[config.mk]
export PLATFORM = sky130hd
export DESIGN_NAME = microbenchmark_status_reader
export DESIGN_NICKNAME = d
export VERILOG_FILES = /design/src/rtl/microbenchmark_status_reader.sv
export SDC_FILE = /design/constraint.sdc
export NUM_CORES = 2
export LEC_CHECK = 0
export ABC_AREA = 0
export CAP_MARGIN = 20
export CORE_MARGIN = 5
export CORE_UTILIZATION = 58
export CTS_BUF_LIST = sky130_fd_sc_hd__clkbuf_8
export DETAILED_ROUTE_END_ITERATION = 10
export GPL_ROUTABILITY_DRIVEN = 0
export PLACE_DENSITY = 0.86
export SLEW_MARGIN = 25
export SYNTH_ARGS = -nofsm -noshare
export SYNTH_HDL_FRONTEND = slang
export SYNTH_SLANG_ARGS = --single-unit
[constraint.sdc]
create_clock -name aclk -period 6.2 [get_ports aclk]
set_input_delay 0.93 -clock aclk [delete_from_list [all_inputs] [get_ports aclk]]
set_output_delay 0.93 -clock aclk [all_outputs]
set_load 0.03 [all_outputs]
[src/rtl/microbenchmark_status_reader.sv]
// AXI4-Lite read responder exposing engine completion, request counts and run cycles.
// Optional STATUS_CLEAR_ON_READ_EN: a read of STATUS clears the sticky done flags.
module microbenchmark_status_reader #(
    parameter int unsigned AXIL_DATA_BITS = 64,
    parameter int unsigned AXI_ADDR_BITS  = 8,
    parameter int unsigned N_ENGINES      = 16
) (
    input  logic                      aclk,
    input  logic                      areset,
    input  logic                      axi_l_arvalid,
    input  logic [AXI_ADDR_BITS-1:0]  axi_l_araddr,
    output logic                      axi_l_arready,
    output logic                      axi_l_rvalid,
    input  logic                      axi_l_rready,
    output logic [AXIL_DATA_BITS-1:0] axi_l_rdata,
    output logic [1:0]                axi_l_rresp,
    input  logic [15:0]               ap_start,
    input  logic [15:0]               eng_done,
    input  logic [15:0]               req_done
);

    localparam int unsigned NE_MAX   = 16;
    localparam int unsigned CNT_W    = 32;
    localparam int unsigned WIDE_W   = 64;
    localparam logic [15:0] ENG_MASK = 16'((33'd1 << N_ENGINES) - 33'd1);
    localparam logic [WIDE_W-1:0] ID_VALUE = 64'h0000_0000_4D42_5354;
    localparam logic [1:0]  RESP_OKAY   = 2'b00;
    localparam logic [1:0]  RESP_SLVERR = 2'b10;

    typedef enum logic {IDLE, RESP} state_e;

    state_e              state_q, state_d;
    logic                arready_q, arready_d;
    logic                rvalid_q, rvalid_d;
    logic [WIDE_W-1:0]   rdata_q, rdata_d;
    logic [1:0]          rresp_q, rresp_d;
    logic [NE_MAX-1:0]   done_q, done_d;
    logic                ap_any_q, ap_any_d;
    logic [WIDE_W-1:0]   cycles_q, cycles_d;
    logic [WIDE_W-1:0]   total_q, total_d;
    logic [CNT_W-1:0]    reqcnt_q [NE_MAX];
    logic [CNT_W-1:0]    reqcnt_d [NE_MAX];

    logic [NE_MAX-1:0]   ap_m, ed_m, rq_m, done_run;
    logic                run_start, running, ar_hs, clr_rd;
    logic [31:0]         word_idx;
    logic [3:0]          eng_idx;
    logic [WIDE_W-1:0]   rd_data, cycles_base, total_base;
    logic [WIDE_W:0]     total_sum;
    logic [CNT_W-1:0]    cnt_base;
    logic [1:0]          rd_resp;
    logic [4:0]          pop;

    assign axi_l_arready = arready_q;
    assign axi_l_rvalid  = rvalid_q;
    assign axi_l_rdata   = AXIL_DATA_BITS'(rdata_q);
    assign axi_l_rresp   = rresp_q;

    // Address decode and read-data selection from the current register values
    always_comb begin
        word_idx = 32'(axi_l_araddr) >> 3;
        eng_idx  = 4'(word_idx - 32'd4);
        rd_data  = '0;
        rd_resp  = RESP_OKAY;
        ap_m     = ap_start & ENG_MASK;
        if (word_idx == 32'd0) begin
            rd_data = {32'h0, ap_m, done_q};
        end else if (word_idx == 32'd1) begin
            rd_data = cycles_q;
        end else if (word_idx == 32'd2) begin
            rd_data = total_q;
        end else if (word_idx == 32'd3) begin
            rd_data = ID_VALUE;
        end else if (word_idx < 32'd20) begin
            if (32'(eng_idx) < N_ENGINES) begin
                rd_data = {32'h0, reqcnt_q[eng_idx]};
            end
        end else begin
            rd_resp = RESP_SLVERR;
        end
    end

    // Run tracking, sticky flags and saturating counters
    always_comb begin
        ed_m      = eng_done & ENG_MASK;
        rq_m      = req_done & ENG_MASK;
        ar_hs     = axi_l_arvalid & arready_q;
`ifdef STATUS_CLEAR_ON_READ_EN
        clr_rd    = ar_hs & (word_idx == 32'd0);
`else
        clr_rd    = 1'b0;
`endif
        run_start = (|ap_m) & ~ap_any_q;
        ap_any_d  = |ap_m;
        done_run  = run_start ? '0 : done_q;
        running   = |(ap_m & ~done_run);

        done_d = ((run_start | clr_rd) ? '0 : done_q) | (ed_m & ap_m);

        cycles_base = run_start ? '0 : cycles_q;
        cycles_d    = (running && (cycles_base != '1)) ? cycles_base + 64'd1 : cycles_base;

        pop = '0;
        for (int i = 0; i < NE_MAX; i++) begin
            pop = pop + 5'(rq_m[i]);
        end
        total_base = run_start ? '0 : total_q;
        total_sum  = {1'b0, total_base} + 65'(pop);
        total_d    = total_sum[WIDE_W] ? '1 : total_sum[WIDE_W-1:0];

        cnt_base = '0;
        for (int i = 0; i < NE_MAX; i++) begin
            cnt_base    = run_start ? '0 : reqcnt_q[i];
            reqcnt_d[i] = (rq_m[i] && (cnt_base != '1)) ? cnt_base + 32'd1 : cnt_base;
        end
    end

    // Read channel FSM: capture on AR handshake, hold until R handshake
    always_comb begin
        state_d = state_q;
        rvalid_d = rvalid_q;
        rdata_d  = rdata_q;
        rresp_d  = rresp_q;
        case (state_q)
            IDLE: begin
                if (ar_hs) begin
                    state_d  = RESP;
                    rvalid_d = 1'b1;
                    rdata_d  = rd_data;
                    rresp_d  = rd_resp;
                end
            end
            RESP: begin
                if (axi_l_rready) begin
                    state_d  = IDLE;
                    rvalid_d = 1'b0;
                end
            end
            default: state_d = IDLE;
        endcase
        arready_d = (state_d == IDLE);
    end

    always_ff @(posedge aclk) begin
        if (areset) begin
            state_q   <= IDLE;
            arready_q <= 1'b0;
            rvalid_q  <= 1'b0;
            rdata_q   <= '0;
            rresp_q   <= '0;
            done_q    <= '0;
            ap_any_q  <= 1'b0;
            cycles_q  <= '0;
            total_q   <= '0;
            for (int i = 0; i < NE_MAX; i++) begin
                reqcnt_q[i] <= '0;
            end
        end else begin
            state_q   <= state_d;
            arready_q <= arready_d;
            rvalid_q  <= rvalid_d;
            rdata_q   <= rdata_d;
            rresp_q   <= rresp_d;
            done_q    <= done_d;
            ap_any_q  <= ap_any_d;
            cycles_q  <= cycles_d;
            total_q   <= total_d;
            for (int i = 0; i < NE_MAX; i++) begin
                reqcnt_q[i] <= reqcnt_d[i];
            end
        end
    end

endmodule

==> flow_results.org <==
** Clocking
- Buffer cell driving the clock tree root :: sky130_fd_sc_hd__clkbuf_8
- Clock sink count :: 725
- Clock latency on the worst-skew pair, taken at its later pin, is 0.78 ns.
- Post-CTS repair changed the size of 0 cells.
- The clock passes through at most 3 buffers.
- Clock tree synthesis inserted a total of 118 buffers.
- After clock tree synthesis, the setup repair step added 0 buffers.
- TritonCTS built the clock tree.
- Total number of H-tree levels :: 3
- Clock-pin slew was measured on the worst setup and hold paths at 0.06 ns.
- Hold_buf cts :: 0

** Final layout
- Excluding fillers, the count of instances in the completed layout stands at roughly 5600.
- Post-synthesis to final-layout area growth :: 12.2%
- Once layout is complete, the utilization of the core stands at 0.659.
- Fraction of layout instances using a drive strength above 1 :: 0.0999
- Post-layout net count :: ~4700
- Final non-filler cell area :: between 40000 and 50000 µm²

** Synthesis
- Number of cells produced by synthesis :: about 4500
- The number of nets handed over by synthesis was about 4600.
- Sequential share of the synthesized area :: 0.375
- After synthesis the cells add up to ~39000 µm².
- Main flop type after synthesis :: sky130_fd_sc_hd__dfxtp_1
- Number of enable-type register cells in the synthesized netlist :: 0
- In this run, synthesis produced a sequential element count of 725.
- For this run, asynchronously set or reset flops after synthesis account for 0.
- Warning count from the yosys run :: 0
- After synthesis, the netlist uses just over 80 different library cells.
- The average instance in the mapped netlist occupies 8.61 µm².

** GRT
- Global-route congestion overflow total :: 0
- Number of antenna violations at the first check in global routing :: 7
- The number of global-route vias before repair is between 30000 and 40000.
- For this run, the total global-route usage over all layers was measured as 0.324.
- The first global-routing pass estimated 187 mm of wire.
- Entering global routing, the biggest net connects 157 pins.

** Power and ir drop
- Of the total power, the share spent switching nets is 0.260.
- Leakage component of the power :: between 0.01 and 0.015 µW
- Cell internal pwr :: 7590 µW
- Dividing total power by cell area gives a power density of 236 nW/µm².
- Proportion of power drawn by combinational gates :: 0.091
- The worst-case IR drop observed on VDD is about 0.2 mV.
- Power share of the clock group :: 0.443
- In this run the power spent charging and discharging nets is between 2000 and 3000 µW.
- Sequential group share of total power :: 0.467

** Timing
- Final setup violating endpoints :: 0
- For the pin with the worst max-slew slack, the measured transition is about 1.1 ns.
- Worst-case headroom to the max-slew limit :: 0.273
- Post-route worst hold slack :: 0.457 ns
- Clock skew on the completed layout was measured at around 0.037 ns.
- Post-Route Setup TNS :: 0 ns
- The number of max-slew violations in the final report is 0.
- The routed design could run at a clock period as short as 5.62 ns.
- Setup repair after global routing left no endpoint under its margin.
- For this run, the top clock speed supported by timing is 178 MHz.
- The number of failing hold endpoints at the final stage was 0.
- In the finished design, the share of the clock period the worst path needs comes to 0.906.

** Hold path
- The path class of the tightest hold or removal check is flop to flop.

** Worst setup path
- Bufs and invs on worst path :: 3
- In this run the critical register-to-register path is launched from ap_any_q$_SDFF_PP0_.
- Slowest CP cell :: sky130_fd_sc_hd__fa_1
- By startpoint and endpoint, the worst setup path is classified as input port to flop.
- Depth of the most critical reg-to-reg path :: 15
- Cell family contributing the most delay on the critical path :: adder cells
- Destination of the critical timing path :: total_q[52]$_SDFF_PP0_
- The critical path runs through a total of 17 cells.
- The largest single stage delay on the critical path is 0.54 ns.
- Type of destination of the critical path :: flop
- Reg2reg end :: total_q[52]$_SDFF_PP0_
- Critical-path cell list :: clkdlybuf4s50_1 -> nor4_2 -> a41o_4 -> nand2_1 -> fa_1 -> fa_1 -> fa_1 -> fa_1 -> inv_1 -> fa_1 -> a211oi_1 -> o21bai_2 -> buf_4 -> nand3_1 -> nor4_1 -> xnor2_1 -> o21ai_0
- Minimum setup slack among reg-to-reg paths :: 1.36 ns
- Worst-path fanout max :: 11
- At the worst endpoint, the arrival time is 6.25 ns.
- In this run the worst setup path begins at ap_start[1].
- Required time of the worst setup path :: 6.83 ns
- Critical path launch point type :: input port
- Most frequent cell on the critical path :: sky130_fd_sc_hd__fa_1

** Route
- In the final routed layout, each cell accounts on average for about 22 µm.
- The pre-antenna-repair detailed-routing pass consisted of 9 iterations.
- The routed layout has 36300 vias.
- Routed wire length :: between 100 and 150 mm
- Using the TritonRoute via totals, the vias-per-cell ratio works out to between 6 and 7.
- After the first detailed-routing iteration, the DRC count stood at 5363.
- Remaining antenna violation count :: 0
- Remaining design rule violation count :: 0

** Placed design
- Number of cells in the design after placement :: 5333
- Area post-placement :: 40800 µm²
- Summed over all nets, the half-perimeter wirelength after detailed placement is roughly 86 mm.
- Buffers placed on the I/O ports in this run total ~120.

** Floorplanning
- Std cell rows :: 94
- The die covers 72000 µm².
- The total area inside the core boundary comes to about 66000 µm².
- From left edge to right edge, the die measures 268 µm.
- roughly 130 I/O pins were placed.
- Starting Density :: 0.587
- Die span in y :: 268 µm

** Status
- Result of the run :: completed

** Flow run
- Max capacitance violation total :: 0
==> cells in the mapped netlist (13+ instances only) <==
cell type	n	area [µm²]
sky130_fd_sc_hd__dfxtp_1	725	14500
sky130_fd_sc_hd__nor4_1	88	551
sky130_fd_sc_hd__and2_1	80	500
sky130_fd_sc_hd__xor2_1	265	2320
sky130_fd_sc_hd__buf_2	22	110
sky130_fd_sc_hd__mux2i_1	13	130
sky130_fd_sc_hd__o211ai_1	15	113
sky130_fd_sc_hd__ha_1	26	325
sky130_fd_sc_hd__nand4_1	215	1350
sky130_fd_sc_hd__clkbuf_1	185	694
sky130_fd_sc_hd__nor2b_1	17	106
sky130_fd_sc_hd__mux4_2	160	3600
sky130_fd_sc_hd__or4_1	23	173
sky130_fd_sc_hd__o21ai_0	101	505
sky130_fd_sc_hd__buf_1	16	60.1
sky130_fd_sc_hd__o22ai_1	28	175
sky130_fd_sc_hd__xnor2_1	278	2430
sky130_fd_sc_hd__a221oi_1	51	447
sky130_fd_sc_hd__and3_1	98	613
sky130_fd_sc_hd__nor3_1	167	836
sky130_fd_sc_hd__nand3_1	256	1280
sky130_fd_sc_hd__a21oi_1	114	571
sky130_fd_sc_hd__nor2_1	739	2770
sky130_fd_sc_hd__or3_1	60	375
sky130_fd_sc_hd__and4_1	62	543
sky130_fd_sc_hd__a22oi_1	17	128
sky130_fd_sc_hd__nand2_1	416	1560
sky130_fd_sc_hd__inv_1	94	353
==> cells by family (layout without fill, tap and decap cells) <==
family / after synthesis / after routing / synth area share
flops: 725 / 725 / 0.375
xor+xnor: 543 / 543 / 0.123
compound gates: 415 / 415 / 0.0701
simple gates: 2282 / 2282 / 0.289
buf+inv: 320 / 508 / 0.0320
mux: 174 / 174 / 0.0967
fa+ha+maj: 38 / 38 / 0.0146
other cells: 1 / 6 / 0.0000968
==> per-stage QoR <==
step | power (µW) | setup WS, ns
after detailed placement | 5790 | 0.0187
final | 10300 | 0.580
after global routing | 10600 | 0.506
after CTS | 10300 | 0.829
after floorplan | 5470 | 0.0400
after global placement | 5760 | 0.0919
==> cells in the final DEF, fill, tap and decap left out, drive strengths merged, types with 114 or more instances in the layout <==
master         count
nand2            416
mux4             160
nand4            216
xor2             265
a21oi            114
dfxtp            725
inv              133
nor3             168
clkdlybuf4s50    119
clkbuf           158
xnor2            278
nor2             740
nand3            256
==> state kept, by name, summed over array words and instances (netlist names) <==
| register | count |
|---|---|
| ap_any_q | 1 |
| axi_l_arready | 1 |
| axi_l_rdata | 64 |
| axi_l_rresp | 1 |
| axi_l_rvalid | 1 |
| cycles_q | 64 |
| done_q | 16 |
| reqcnt_q | 512 |
| state_q | 1 |
| total_q | 64 |
==> worst min-delay path by stage <==
stage / startpoint / end / slack [ns] / cells after the start
2_1_floorplan: reqcnt_q[12][22]$_SDFF_PP0_ / reqcnt_q[12][22]$_SDFF_PP0_ / 0.44 / 2
3_3_place_gp: axi_l_rvalid$_SDFFE_PP0P_ / axi_l_rvalid$_SDFFE_PP0P_ / 0.44 / 2
3_5_place_dp: axi_l_rvalid$_SDFFE_PP0P_ / axi_l_rvalid$_SDFFE_PP0P_ / 0.46 / 2
4_1_cts: axi_l_rvalid$_SDFFE_PP0P_ / axi_l_rvalid$_SDFFE_PP0P_ / 0.46 / 2
5_1_grt: axi_l_rvalid$_SDFFE_PP0P_ / axi_l_rvalid$_SDFFE_PP0P_ / 0.49 / 2
6_report: axi_l_rvalid$_SDFFE_PP0P_ / axi_l_rvalid$_SDFFE_PP0P_ / 0.46 / 2
==> power groups by stage <==
stage               logic, µW  clock network (µW)  registers, µW
detailed placement        903                   0           4880
finish                    929                4540           4790
global route              995                4780           4790
CTS                       910                4570           4780
global placement          882                   0           4880
floorplan                 550                   0           4920
==> layer usage <==
layer	wire, µm	part of all wire	GRT usage
met1	44100	0.37	0.419
met2	52900	0.44	0.495
met3	14900	0.12	0.0723
met4	8790	0.073	0.203
met5	31	0.00026	0
==> final cells by class <==
| class | count | area, µm² |
|---|---|---|
| Clock inverter | 60 | 459 |
| Clock buffer | 157 | 2160 |
| Timing Repair Buffer | 197 | 1850 |
| Fill cell | 4967 | 22500 |
| Tap cell | 864 | 1080 |
| Inverter | 94 | 353 |
| Antenna cell | 5 | 12.5 |
| Sequential cell | 725 | 14500 |
| Multi-Input combinational cell | 3453 | 23000 |
==> worst min-delay path: stages, from the launching register on <==
cell and delay [ns]:
sky130_fd_sc_hd__dfxtp_1 0.31, sky130_fd_sc_hd__nand2_1 0.05, sky130_fd_sc_hd__a21oi_1 0.05
Note: power is estimated with default switching activity, not from simulation.
